## config.mk

```make
export PLATFORM = sky130hd
export DESIGN_NAME = uart_rx_os
export DESIGN_NICKNAME = d
export VERILOG_FILES = /design/src/rtl/uart_rx_os.sv
export SDC_FILE = /design/constraint.sdc
export NUM_CORES = 1
export LEC_CHECK = 0
export CORE_MARGIN = 8
export CORE_UTILIZATION = 60
export DETAILED_ROUTE_END_ITERATION = 10
export PLACE_DENSITY = 0.91
export SLEW_MARGIN = 0
export SYNTH_ARGS = -nofsm -noshare
export SYNTH_HDL_FRONTEND = slang
export SYNTH_SLANG_ARGS = --single-unit
```

## constraint.sdc

```tcl
create_clock -name clk -period 4.4 [get_ports clk]
set_input_delay 1.1 -clock clk [delete_from_list [all_inputs] [get_ports clk]]
set_output_delay 1.1 -clock clk [all_outputs]
set_load 0.005 [all_outputs]
```

## src/rtl/uart_rx_os.sv

```systemverilog
// uart_rx_os: oversampling UART receiver with optional parity, 1/2 stop bits,
// error flags and a valid/ready output with overrun detection.
module uart_rx_os #(
    parameter int DATA_BITS  = 8,
    parameter int OVERSAMPLE = 16,
    parameter int PARITY     = 0,
    parameter int STOP_BITS  = 1
) (
    input  logic                 clk,
    input  logic                 rst,
    input  logic                 baud_tick,
    input  logic                 rx,
    output logic [DATA_BITS-1:0] data,
    output logic                 data_valid,
    input  logic                 data_ready,
    output logic                 parity_err,
    output logic                 frame_err,
    output logic                 overrun,
    output logic                 busy
);
    localparam int CW = $clog2(OVERSAMPLE);
    typedef enum logic [2:0] {IDLE, START, DATA, PAR, STOP, WAIT_IDLE} state_t;
    state_t state;
    logic rx_m, rx_s;
    logic [CW-1:0] cnt;
    logic [3:0] idx;
    logic stop_i;
    logic [DATA_BITS-1:0] shift;
    logic par_n, fe_n;
    logic full_bit, last_stop, complete, accept, take, fe_fin;

    assign full_bit  = cnt == CW'(OVERSAMPLE - 1);
    assign last_stop = stop_i == 1'(STOP_BITS - 1);
    assign complete  = baud_tick && state == STOP && full_bit && last_stop;
    assign accept    = data_valid && data_ready;
    assign take      = !data_valid || data_ready;
    assign fe_fin    = fe_n | ~rx_s;
    assign busy      = state != IDLE;

    always_ff @(posedge clk or posedge rst) begin
        if (rst) begin
            rx_m <= 1'b1;
            rx_s <= 1'b1;
        end else begin
            rx_m <= rx;
            rx_s <= rx_m;
        end
    end

    // Data bits shift in from the MSB so the first (LSB) bit lands at bit 0.
    always_ff @(posedge clk or posedge rst) begin
        if (rst) begin
            state  <= IDLE;
            cnt    <= '0;
            idx    <= '0;
            stop_i <= 1'b0;
            shift  <= '0;
            par_n  <= 1'b0;
            fe_n   <= 1'b0;
        end else if (baud_tick) begin
            cnt <= cnt + 1'b1;
            case (state)
                IDLE: if (!rx_s) begin
                    cnt    <= '0;
                    idx    <= '0;
                    stop_i <= 1'b0;
                    par_n  <= 1'b0;
                    fe_n   <= 1'b0;
                    state  <= START;
                end
                START: if (cnt == CW'(OVERSAMPLE / 2 - 1)) begin
                    cnt   <= '0;
                    state <= rx_s ? IDLE : DATA;
                end
                DATA: if (full_bit) begin
                    cnt   <= '0;
                    shift <= {rx_s, shift[DATA_BITS-1:1]};
                    idx   <= idx + 4'd1;
                    if (idx == 4'(DATA_BITS - 1))
                        state <= (PARITY != 0) ? PAR : STOP;
                end
                PAR: if (full_bit) begin
                    cnt   <= '0;
                    par_n <= ^shift ^ rx_s ^ (PARITY == 2);
                    state <= STOP;
                end
                STOP: if (full_bit) begin
                    cnt    <= '0;
                    fe_n   <= fe_fin;
                    stop_i <= 1'b1;
                    if (last_stop)
                        state <= fe_fin ? WAIT_IDLE : IDLE;
                end
                WAIT_IDLE: if (rx_s) state <= IDLE;
                default: state <= IDLE;
            endcase
        end
    end

    always_ff @(posedge clk or posedge rst) begin
        if (rst) begin
            data       <= '0;
            data_valid <= 1'b0;
            parity_err <= 1'b0;
            frame_err  <= 1'b0;
            overrun    <= 1'b0;
        end else begin
            overrun <= complete && !take;
            if (complete && take) begin
                data       <= shift;
                parity_err <= par_n;
                frame_err  <= fe_fin;
                data_valid <= 1'b1;
            end else if (accept) begin
                data_valid <= 1'b0;
            end
        end
    end
endmodule

```

## Yosys cells after proc, flatten, opt, wreduce, memory -nomap -nowiden

Cells that the tools add are included.

| storage, ports and cells | value |
|---|---|
| output and inout port bits | 13 |
| word-level logic and storage cells | 85 |
| register bits after elaboration | 36 |
| input port bits | 5 |

| operators by class | value |
|---|---|
| bitwise gates (word level) | 4 |
| mux-type cells | 27 |
| equality and inequality tests | 16 |
| reductions and logical operators | 22 |
| add/subtract/negate cells | 2 |

Operators with widths:

| kind | count |
|---|---|
| 2-to-1 mux 3 bit | 9 |
| 2-to-1 mux 4 bit | 5 |
| case mux 3 bit (6 select lines) | 1 |
| inequality test 2 bit, second input constant | 8 |
| case mux 4 bit (3 select lines) | 1 |
| AND reduction 4 bit | 3 |
| AND reduction 9 bit | 1 |
| adder 4 x 1 -> 4 bit, second input constant | 2 |
| == test 4 x 3 -> 1 bit, second input constant | 2 |
| case mux 4 bit (2 select lines) | 1 |
| nonzero test 2 bit | 4 |
| XOR reduction 8 bit | 1 |
| == test 3 x 2 -> 1 bit, second input constant | 2 |
| == test 3 bit, second input constant | 2 |
| logical AND 1 bit | 6 |
| 2-to-1 mux 1 bit | 6 |
| case mux 1 bit (2 select lines) | 3 |
| == test 4 bit, second input constant | 1 |
| == test 3 x 1 -> 1 bit, second input constant | 1 |
| logical NOT 3 bit | 1 |
| AND reduction 3 bit | 1 |
| nonzero test 3 bit | 1 |
| OR reduction 3 bit | 1 |
| logical NOT 1 bit | 2 |
| other kinds (5) | 6 |

## Longest topological paths before layout

| logic depth | value |
|---|---|
| depth in word-level cells | 6 |
| mapped depth | 7 |
| mapped depth without buffers | 6 |

## Worst setup path before layout

No wires, ideal clock.

| path | value |
|---|---|
| path kind | input to register |
| start point | input port baud_tick |
| end point | register idx[1] |
| arrival | 2.194 ns |
| library setup time | 0.066 ns |
| cell stages on the path | 6 |
| slack | 2.139 ns |
| path buffers | 1 |
| cell sequence | buf_2 > nor2b_1 > o211ai_1 > or2_2 > o21ai_0 > a22o_1 |

| on the way | value |
|---|---|
| cells in the longest elaborated chain, start to end | 1 |

RTL lines:

| what | RTL line | RTL |
|---|---|---|
| start: declaration | 11 | `input logic baud_tick,` |
| AND reduction 4 bit (no line) | - |  |
| end signal: assignment | 78 | `idx <= idx + 4'd1;` |
| end: declaration | 26 | `logic [3:0] idx;` |

No other way between the ends.
A chain may end at the register's enable or synchronous reset.

## Worst setup path after layout

| path | value |
|---|---|
| start point | register state[0] |
| end point | output port busy |

| on the way | value |
|---|---|
| cells in the longest elaborated chain, start to end | 1 |

RTL lines:

| what | RTL line | RTL |
|---|---|---|
| start: declaration | 23 | `state_t state;` |
| start signal: assignment | 73 | `state <= rx_s ? IDLE : DATA;` |
| start signal: assignment | 80 | `state <= (PARITY != 0) ? PAR : STOP;` |
| start signal: assignment | 92 | `state <= fe_fin ? WAIT_IDLE : IDLE;` |
| nonzero test 3 bit | 38 | `assign busy = state != IDLE;` |
| end: declaration | 19 | `output logic busy` |

No other way between the ends.

==> results.cfg <==
[outcome]
status = finished, final reports clean

[clock_network]
post_cts_buffers = 0
root_buffer = clkbuf_4
clk_pin_slew_ns = 0.12
clockBufferDepth = 2
cts_tree = built
cts_htree_levels = 2
clk_latency_ns = 0.36
cts-buffers-inserted = 5
cts_hold_buf = 0
cts_sinks = 36
cts-resized-gates = 0

[timing]
final.period_utilization_pct = 70.8
tightest_slew_ns = 0.709
skew_ns = 0.0134
clock.fmax_mhz = 321
fin_crit_ns = 3.11
rsz0062_at_grt = false
slew_viol_final = 0
slew_headroom_pct = 52.5
fin_hold_ws_ns = 0.361
timing_hold_violations_final = 0
fin_setup_tns_ns = 0
setup_viol = 0

[die]
rows = 20
chipWidth_um = 71.8
start_util_pct = 62.3
fp.dieH_um = 71.8
dieArea_um2 = 5160
core-area_um2 = 3000
ios = 18

[setup_path]
critPathRequiredTime_ns = 3.30
end_kind = output pin
slowest_delay_ns = 0.66
cp.arrival_ns = 2.01
crit_slowest_cell = dfrtp_1
critPathTopFamily = flip-flops
worstSetupPathType = reg2out
path_depth = 3
cp_max_fo = 19
worstPathCellList = nor3_1, inv_1, clkdlybuf4s50_1
path_buf_inv = 2
start_kind = flip-flop
r2r_cells = 6

[global_route]
grt_pass1_vias = 1230
grt_overflow = 0
grt_max_degree = 29
antenna_found_initial = 0
grt_use_total_pct = 14.5
grt_pass1_wl_um = 5830

[cells_and_area]
diodes = 0
layout-drive-gt1-share_pct = 25.1
num-nets-final = 181
multi_input_area_um2 = 888
fillCellCount = 217
final_cell_mix = dfrtp_1 (34), clkdlybuf4s50_1 (17), mux2_4 (10)
area_delta_synth_final_pct = 13.3
layout_commonest_cell = dfrtp_1
seqCellArea_um2 = 903
postLayoutCellArea_um2 = 2120

[logic_synthesis]
synthArstFlopShare_pct = 100
ys.flop_type = dfrtp_1
avgSynthCellArea_um2 = 11.8
synth.yosys.warnings = 0
synth_edf_count = 0
ys_seq_area_share_pct = 48.3
synth_cell_type_count = 50
netlist_area_um2 = 1870
syn-num-nets = 165
synthCells = 158
ys_seq_elements = 36

[hold_path]
hold_depth = 0
holdCritPathClass = reg2reg

[place]
placed_cell_area_um2 = 2040
gp_congestion = 0.787
dpl.hpwl_um = 2530
port_buffers = 17

[drt]
wirelength_um = 3540
avgRoutedWirePerCell_um = 17.0
drtAntennaViolNets = 0
vias = 1242
drt_iter0_markers = 68
via_per_inst = 5.97
first_pass_iters = 4
drc = 0

[pwr]
leakagePower_nw = 0.948
total_power_mw = 1.00
vdd_drop_max_v = 0.000362
power_density_nw_per_um2 = 474

[flow_run]
cap_violations = 0
path summary, 6_finish.rpt:
check | start | end | slack, ns
max | state[0]$_DFFE_PP0P_ | busy | 1.29
min | rx_m$_DFF_PP1_ | rx_s$_DFF_PP1_ | 0.36
max reg2reg | cnt[0]$_DFFE_PP0P_ | data[6]$_DFFE_PP0P_ | 2.07
min reg2reg | rx_m$_DFF_PP1_ | rx_s$_DFF_PP1_ | 0.36
max in group asynchronous | rst | rx_m$_DFF_PP1_ | 2.68
min in group asynchronous | rst | idx[3]$_DFFE_PP0P_ | 0.99
power breakdown:
group	leakage (nW)	internal [mW]	switching, mW
Clock	0.0412	0.118	0.120
Sequential	0.471	0.381	0.102
Combinational	0.435	0.134	0.147
Total	0.948	0.633	0.369
metal layers:
layer	global-route usage, %	wire length (um)	vias to the layer above
li1	-	-	588
met1	18.7	1630	621
met2	21.5	1690	27
met3	4.88	173	6
met4	6.58	46	0
met5	0	0	-
state kept, by name (all words and copies together) (netlist names):
signal	cells
cnt	4
data	8
data_valid	1
fe_n	1
frame_err	1
idx	4
overrun	1
par_n	1
parity_err	1
rx_m	1
rx_s	1
shift	8
state	3
stop_i	1
cells by family (layout without fill, tap and decap cells):
group                      Yosys count  after routing  synth area share (%)
AOI/OAI and AO/OA                   26             26                  10.6
xor gates and xnor gates            12             12                  5.62
adders and majority gates            2              2                  1.34
buffers and inverters               16             33                  4.15
DFF                                 36             36                  48.3
muxes                               19             19                  13.5
and+or+nand+nor                     47             47                  16.5
layout make-up:
type | count | share of cell area, %
sequential | 36 | 42.7
timing repair buffer | 18 | 8.39
inverter | 7 | 1.24
clock inverter | 3 | 2.01
clock buffer | 5 | 1.77
multi-input combinational | 106 | 42.0
tap | 33 | 1.95
synthesized netlist by cell type (3+ instances only):
cell	n	area share, %
dfrtp_1	34	46
xor2_1	4	1.9
mux2_2	9	5.4
nor2b_1	5	1.7
nor2_1	8	1.6
nand3_1	3	0.80
xnor2_1	8	3.7
nand2b_1	3	1.0
nor3_1	3	0.80
o21ai_0	6	1.6
buf_2	5	1.3
inv_1	7	1.4
nand2_1	8	1.6
mux2_4	10	8.0
metrics by stage:
| stage | utilization (%) | worst slack (ns) | std cells |
|---|---|---|---|
| final | 70.5 | 1.29 | 208 |
| after detailed placement | 67.8 | 1.38 | 200 |
| after global routing | 70.5 | 1.16 | 208 |
| after CTS | 70.5 | 1.29 | 208 |
| after global placement | 67.8 | 1.43 | 200 |
| after floorplan | - | 2.14 | 158 |
No activity file was read; power rests on OpenSTA's default activity.
